### config.mk
export PLATFORM = sky130hd
export DESIGN_NAME = cga_trap_ctrl
export DESIGN_NICKNAME = d
export VERILOG_FILES = /design/src/rtl/cga_trap_pkg.sv /design/src/rtl/cga_trap_prienc.sv /design/src/rtl/cga_trap_ctrl.sv
export SDC_FILE = /design/constraint.sdc
export NUM_CORES = 1
export LEC_CHECK = 0
export BUFFER_PORTS_ARGS = -buffer_cell sky130_fd_sc_hd__buf_2
export CORE_MARGIN = 2
export CORE_UTILIZATION = 35
export CTS_CLUSTER_SIZE = 28
export DETAILED_ROUTE_END_ITERATION = 10
export GPL_TIMING_DRIVEN = 1
export PLACE_DENSITY = 0.81
export SLEW_MARGIN = 40
export SYNTH_ARGS = -nofsm -noshare
export SYNTH_HDL_FRONTEND = slang
export SYNTH_SLANG_ARGS = --single-unit
### constraint.sdc
create_clock -name TCLK -period 1.1 [get_ports TCLK]
set_input_delay 0.055 -clock TCLK [delete_from_list [all_inputs] [get_ports TCLK]]
set_output_delay 0.055 -clock TCLK [all_outputs]
set_load 0.02 [all_outputs]
### src/rtl/cga_trap_pkg.sv
// Shared types and constants for the CGA trap controller.
// Imported by the trap controller and its priority encoder.
package cga_trap_pkg;

  typedef enum logic [1:0] {
    IDLE,
    REQ,
    WACK
  } state_t;

  localparam int IDX_PVIOL = 0;
  localparam int IDX_BRK   = 1;
  localparam int IDX_EXT0  = 2;

  localparam int PERM_W = 2;
  localparam int PERM_R = 1;
  localparam int PERM_F = 0;

endpackage

### src/rtl/cga_trap_prienc.sv
// Lowest-index-wins priority encoder.
// Produces a valid flag and the encoded index of the winner.
module cga_trap_prienc #(
  parameter int N  = 8,
  parameter int IW = 3
) (
  input  logic [N-1:0]  req,
  output logic          valid,
  output logic [IW-1:0] idx
);

  always_comb begin
    valid = |req;
    idx   = '0;
    for (int i = N - 1; i >= 0; i--) begin
      if (req[i]) idx = IW'(i);
    end
  end

endmodule

### src/rtl/cga_trap_ctrl.sv
// CGA trap controller: protection/breakpoint checks, pending
// collection and TRAPN/TRAP_ACK handshake to the sequencer.
module cga_trap_ctrl
  import cga_trap_pkg::*;
#(
  parameter int NSRC  = 6,
  parameter int VW    = 4,
  parameter int RINGW = 2,
  parameter int AW    = 16,
  parameter int NBRK  = 2
) (
  input  logic              TCLK,
  input  logic              RESET,
  input  logic [NSRC-1:0]   SRCN,
  input  logic [NSRC+1:0]   MASK,
  input  logic              VACC,
  input  logic              IFETCH,
  input  logic              IWRITE,
  input  logic [RINGW-1:0]  PCR,
  input  logic [RINGW-1:0]  PT_RING,
  input  logic [2:0]        PT_PERM,
  input  logic [AW-1:0]     ADDR,
  input  logic [NBRK*AW-1:0] BRK_CMP,
  input  logic [NBRK-1:0]   BRK_EN,
  input  logic              TRAP_ACK,
  output logic              TRAPN,
  output logic [VW-1:0]     TVEC,
  output logic              PVIOL,
  output logic              BRKN,
  output logic [NSRC+1:0]   PEND
);

  localparam int NT = NSRC + 2;

  if (2 ** VW < NT) begin : g_vw_chk
    $error("cga_trap_ctrl: VW too narrow for NSRC+2");
  end

  state_t        state_q, state_d;
  logic [VW-1:0] tvec_q, tvec_d;
  logic          trapn_q, trapn_d;
  logic          pviol_q, brkn_q;
  logic [NT-1:0] pend_q;

  logic          ring_bad, perm_bad, viol;
  logic          bmatch, hit, ack_ok;
  logic [NT-1:0] src, clr, elig;
  logic          win_v;
  logic [VW-1:0] win_idx;

  // A write that is also flagged as a fetch is checked as a write.
  assign ring_bad = PCR < PT_RING;
  assign perm_bad = IWRITE ? ~PT_PERM[PERM_W] :
                    IFETCH ? ~PT_PERM[PERM_F] :
                             ~PT_PERM[PERM_R];
  assign viol = VACC & (ring_bad | perm_bad);

  always_comb begin
    bmatch = 1'b0;
    for (int j = 0; j < NBRK; j++) begin
      if (BRK_EN[j] && ADDR == BRK_CMP[j*AW +: AW])
        bmatch = 1'b1;
    end
  end

  assign hit = VACC & IFETCH & bmatch;
  assign src = {~SRCN, hit, viol};

  // Index 0 is always eligible; MASK bit 0 is forced on.
  assign elig = pend_q & (MASK | NT'(1));

  cga_trap_prienc #(
    .N  (NT),
    .IW (VW)
  ) u_prienc (
    .req   (elig),
    .valid (win_v),
    .idx   (win_idx)
  );

  always_comb begin
    state_d = state_q;
    tvec_d  = tvec_q;
    trapn_d = trapn_q;
    ack_ok  = 1'b0;
    unique case (state_q)
      IDLE: begin
        if (win_v) begin
          tvec_d  = win_idx;
          trapn_d = 1'b0;
          state_d = REQ;
        end
      end
      REQ: begin
        if (TRAP_ACK) begin
          ack_ok  = 1'b1;
          trapn_d = 1'b1;
          state_d = WACK;
        end
      end
      WACK: begin
        if (!TRAP_ACK) state_d = IDLE;
      end
      default: state_d = IDLE;
    endcase
  end

  assign clr = ack_ok ? (NT'(1) << tvec_q) : '0;

  always_ff @(posedge TCLK or posedge RESET) begin
    if (RESET) begin
      state_q <= IDLE;
      tvec_q  <= '0;
      trapn_q <= 1'b1;
      pviol_q <= 1'b0;
      brkn_q  <= 1'b1;
      pend_q  <= '0;
    end else begin
      state_q <= state_d;
      tvec_q  <= tvec_d;
      trapn_q <= trapn_d;
      pviol_q <= viol;
      brkn_q  <= ~hit;
      pend_q  <= (pend_q & ~clr) | src;
    end
  end

  assign TRAPN = trapn_q;
  assign TVEC  = tvec_q;
  assign PVIOL = pviol_q;
  assign BRKN  = brkn_q;
  assign PEND  = pend_q;

endmodule

# Word-level counts from Yosys, hierarchy flattened
# Index checks and enable logic that the tools add are counted.
# totals
ff_bits,17
# classes
eq_ne,7
mux,22
reduce_logical,8
shift,1
n_bitwise,13
n_lt_le_gt_ge,1
# ops
operator,n
16-bit == test,2
3-bit 2-to-1 mux,8
8-bit AND,2
1-bit 2-to-1 mux,8
8-bit 2-to-1 mux,1
8-bit inverter,1
8-bit bitwise OR,1
8-bit OR reduction,1
"1-bit by 4-bit << shifter with 8-bit output, first input constant",1
2-bit 2-to-1 mux,3
6-bit inverter,1
2-bit one-hot mux with 3 select lines,1
3-bit AND reduction,2
"2-bit inequality test, second input constant",2
1-bit inverter,4
1-bit AND,3
"2-bit by 1-bit == test with 1-bit output, second input constant",1
"2-bit == test, second input constant",1
1-bit logical AND,2
2-bit logical NOT,1
2-bit less-than comparator,1
"2-bit by 1-bit inequality test with 1-bit output, second input constant",1
1-bit one-hot mux with 2 select lines,1
2-bit AND reduction,1
2 further kinds,2

# Logic depth before layout (Yosys ltp)
# depth
depth_word,9
ltp_mapped,5

# Hierarchy
# Synthesis repeated with hierarchy kept, for this count alone.
# hier_totals
cells_unflattened,133
area_unflattened_um2,1219.9
# modules_own_cells
mod,area_per_inst_um2,instances,cells_each
cga_trap_ctrl,1127.3,1,118
cga_trap_prienc,92.6,1,15

# Worst setup path after synthesis
# Ideal clock, no wire load.
# synth_path
path_kind,flip-flop to flip-flop
start,register pend_q[6] (netlist: PEND[6])
end,register tvec_q[0] (netlist: TVEC[0])
slack_ns,-0.210
required_ns,0.968
n_path_buf,0
path_stages_with_launch,6
t_arrival_ns,1.178
cell_sequence,dfrtp_1 > nand2_1 > a32o_1 > a22o_1 > a22oi_1 > o31ai_1
# synth_between
elab_chain_cells,8
elab_cells_between_ends,10
classes_between,mux: 7; bitwise: 1; reduce/logical: 2
# synth_lines
element,line_no,text
from (decl),cga_trap_ctrl.sv:43,logic [NT-1:0] pend_q;
from (signal assigned),cga_trap_ctrl.sv:124,pend_q <= (pend_q & ~clr) | src;
8-bit AND *,cga_trap_ctrl.sv:70,assign elig = pend_q & (MASK | NT'(1));
3-bit 2-to-1 mux (7 in series),cga_trap_prienc.sv:16,if (req[i]) idx = IW'(i);
to (signal assigned),cga_trap_ctrl.sv:120,tvec_q <= tvec_d;
to (decl),cga_trap_ctrl.sv:40,"logic [VW-1:0] tvec_q, tvec_d;"
# Mark *: on every way between the ends. The rest lies on a longest branch, timed or not.
# A chain may end at the register's enable or synchronous reset.

# Final worst setup path
# layout_path
start,register pend_q[3] (netlist: PEND[3])
end,register tvec_q[0] (netlist: TVEC[0])
# layout_between
elab_chain_cells,5
elab_cells_between_ends,7
classes_between,mux: 4; bitwise: 1; reduce/logical: 2
# layout_lines
element,line_no
8-bit AND *,cga_trap_ctrl.sv:70
3-bit 2-to-1 mux (4 in series),cga_trap_prienc.sv:16
# Marks and branches as above.

==> metrics.md <==
| Metric | Value |
|---|---|
| Critical Path AT | `1.48 ns` |
| Post-synthesis net count | `200` |
| Vias in the first global route | `1271` |
| Failing checks | `negative setup slack` |
| Number of port buffers | `89` |
| DP Wirelength | `2710 um` |
| Netlist cell types | `27` |
| Clk_lat worst skew | `0.29 ns` |
| Prevailing post-synth register cell | `dfrtp_1` |
| DRC errors left | `0` |
| Htree depth | `1` |
| Top cells by area, synth | `dfrtp_1 (31%), xnor2_1 (20%), nand2_1 (5.1%)` |
| Die area | `3650 um2` |
| Crit share post-route | `116%` |
| Most area-hungry cell type in the Yosys netlist | `dfrtp_1` |
| Overflow after GRT | `0` |
| DR vias | `1363` |
| Ant diodes | `0` |
| TritonRoute pass-1 iters | `4` |
| First-pass GRT wire length | `4910 um` |
| Seq/Total Area, Yosys | `36.2%` |
| CP Class | `flop to flop` |
| Ys Warns | `0` |
| Max-cap viol count | `0` |
| Finish-stage setup viols | `7` |
| HP Class | `primary input to flop` |
| Pin count of the biggest net entering global routing | `17` |
| EDFF count, synth | `0` |
| Syn Std Cell Area | `1110 um2` |
| Pwr Density | `1350 nW/um2` |
| Number of synthesized register bits | `16` |
| CTS tree | `done` |
| RSZ-0062 raised after global routing | `true` |
| Max VDD drop | `0.582 mV` |
| Worst setup SP type | `flop` |
| Async SR Flop Fraction | `100%` |
| Total Nets Final | `314` |
| CTS buffer count | `3` |
| Most numerous cell in the Yosys netlist | `xnor2_1` |
| CTS clk-pin slew, worst paths | `0.09 ns` |
| Iteration-0 DRC Markers | `22` |
| Total GRT Usage | `17.7%` |
| Final Hold Fails | `0` |
| Final Util | `62.9%` |
| Fill count | `270` |
| Root Driver | `clkbuf_4` |
| Cells after Synth | `122` |
| Setup ws final | `-0.181 ns` |
| Clock Sink Count | `16` |
| Min Tclk post-route | `1.28 ns` |
| Layout cells sized above 1 | `54.9%` |
| Fmax | `781 MHz` |
| Total Routed Length | `3390 um` |
| Proportion of netlist area held by the largest area contributor | `31.5%` |
| Final Max Tran Viols | `0` |
| Wirelength per Cell | `12.1 um` |
| Initial Utilization | `36.8%` |
| Fin Clk Skew | `0.00688 ns` |
| CP endpoint kind | `flop` |
| Pleak | `0.865 nW` |
| Top-level I/O count | `92` |
| Die H | `60.4 um` |
| GP Congestion | `0.895` |
| Die width | `60.4 um` |
| P&R area growth vs syn | `70.9%` |
| Status | `finished with violations` |
| Post-synth top cells | `xnor2_1 (26), nand2_1 (15), dfrtp_1 (14)` |
| Drt via density | `4.89` |
| Mean post-synth cell area | `9.13 um2` |
| CP max FO | `5` |
| Post-detailed-route count of antenna-violating nets | `0` |
| Initial antenna violation count | `0` |
| Critical Path RT | `1.30 ns` |
| Clock Tree Buf Depth | `2` |
| Core Area | `3030 um2` |
| # rows | `20` |
| Hold_ws | `0.0334 ns` |
power by group:
group          switching, mW  leakage [nW]  total, mW  internal, mW
registers              0.150         0.171      0.886         0.736
clock network          0.179        0.0150      0.319         0.141
logic                  0.710         0.679       1.37         0.660
what timing repair did:
action	in CTS	in global routing
setup endpoints to repair	13	13
buffers inserted	1	1
endpoints found under the hold margin	22	0
hold buffers	7	0
pin swaps	7	9
gates resized for setup	11	9
routing by layer:
metal	up-vias	share of wire, %	GRT usage, %
met1	621	37	18.8
met4	0	1.4	5.71
met2	79	53	35.4
li1	657	-	-
met5	-	0	0
met3	6	8.1	2.56
registers in the layout, indices dropped and copies added (netlist names):
name,flops
BRKN,1
PEND,8
PVIOL,1
TRAPN,1
TVEC,3
state_q,2
cells in the final DEF (no fill, tap or decap), types with 2 or more instances in the layout:
| master | Yosys | final |
|---|---|---|
| dfrtp_1 | 14 | 10 |
| dfstp_2 | 2 | 2 |
| dlygate4sd3_1 | 0 | 7 |
| nor4_1 | 2 | 2 |
| a22oi_1 | 5 | 3 |
| nor3_1 | 2 | 2 |
| xor2_1 | 6 | 6 |
| a22o_1 | 2 | 2 |
| a22oi_2 | 1 | 3 |
| dfrtp_2 | 0 | 4 |
| o31ai_1 | 3 | 2 |
| buf_2 | 0 | 89 |
| nand3_4 | 0 | 2 |
| buf_4 | 1 | 14 |
| o21ai_1 | 8 | 3 |
| clkbuf_4 | 0 | 3 |
| nand2_2 | 0 | 2 |
| nand2b_1 | 6 | 6 |
| inv_1 | 4 | 4 |
| a21oi_1 | 4 | 3 |
| nor2b_1 | 3 | 2 |
| nand4_1 | 8 | 8 |
| nand2_1 | 15 | 13 |
| o21ai_2 | 1 | 5 |
| xnor2_1 | 26 | 26 |
path summary, 6_finish.rpt:
| kind | start | end | slack, ns | depth (start not counted) |
|---|---|---|---|---|
| min | VACC | PVIOL$_DFF_PP0_ | 0.03 | 2 |
| max reg2reg | PEND[3]$_DFF_PP0_ | TVEC[0]$_DFFE_PP0P_ | -0.18 | 5 |
| max in group asynchronous | RESET | TRAPN$_DFFE_PP1P_ | 0.55 | 4 |
| min reg2reg | PEND[6]$_DFF_PP0_ | PEND[6]$_DFF_PP0_ | 0.54 | 2 |
| min in group asynchronous | RESET | state_q[1]$_DFFE_PP0P_ | 0.30 | 4 |
| max | PEND[3]$_DFF_PP0_ | TVEC[0]$_DFFE_PP0P_ | -0.18 | 5 |
area by class of cell:
| class | instances | area (um2) | share of cell area (%) |
|---|---|---|---|
| flip-flops and latches | 16 | 408 | 21.4 |
| clock buffers | 4 | 26.3 | 1.38 |
| repair buffers | 110 | 621 | 32.6 |
| inverters | 4 | 15.0 | 0.789 |
| multi-input cells | 101 | 778 | 40.9 |
| well taps | 44 | 55.1 | 2.89 |
critical path, stage by stage (launching register included):
cell and delay (ns):
dfrtp_2 0.42, a22oi_2 0.25, nand2_2 0.14, o21ai_4 0.23
nand2_1 0.08, o31ai_1 0.07
logic make-up after synthesis:
logic type | count (synthesis) | share of synthesized area, %
fa+ha+maj | 1 | 1.12
other cells | 1 | 0.337
flops | 16 | 36.2
buf+inv | 5 | 2.02
compound gates | 28 | 17.3
simple gates | 39 | 17.9
xor+xnor | 32 | 25.2
stage by stage:
stage               area (um2)  instances  total power [mW]  setup WS, ns  setup TNS [ns]
finish                    1900        279              2.57        -0.181          -0.877
floorplan                 1120        122              1.45        -0.104          -0.278
global placement          1700        266              1.94        -0.109          -0.486
detailed placement        1700        266              1.97        -0.128           -1.01
global route              1900        279              2.74        -0.247           -1.39
CTS                       1850        278              2.46        -0.124          -0.489
No activity file was read; power rests on OpenSTA's default activity.
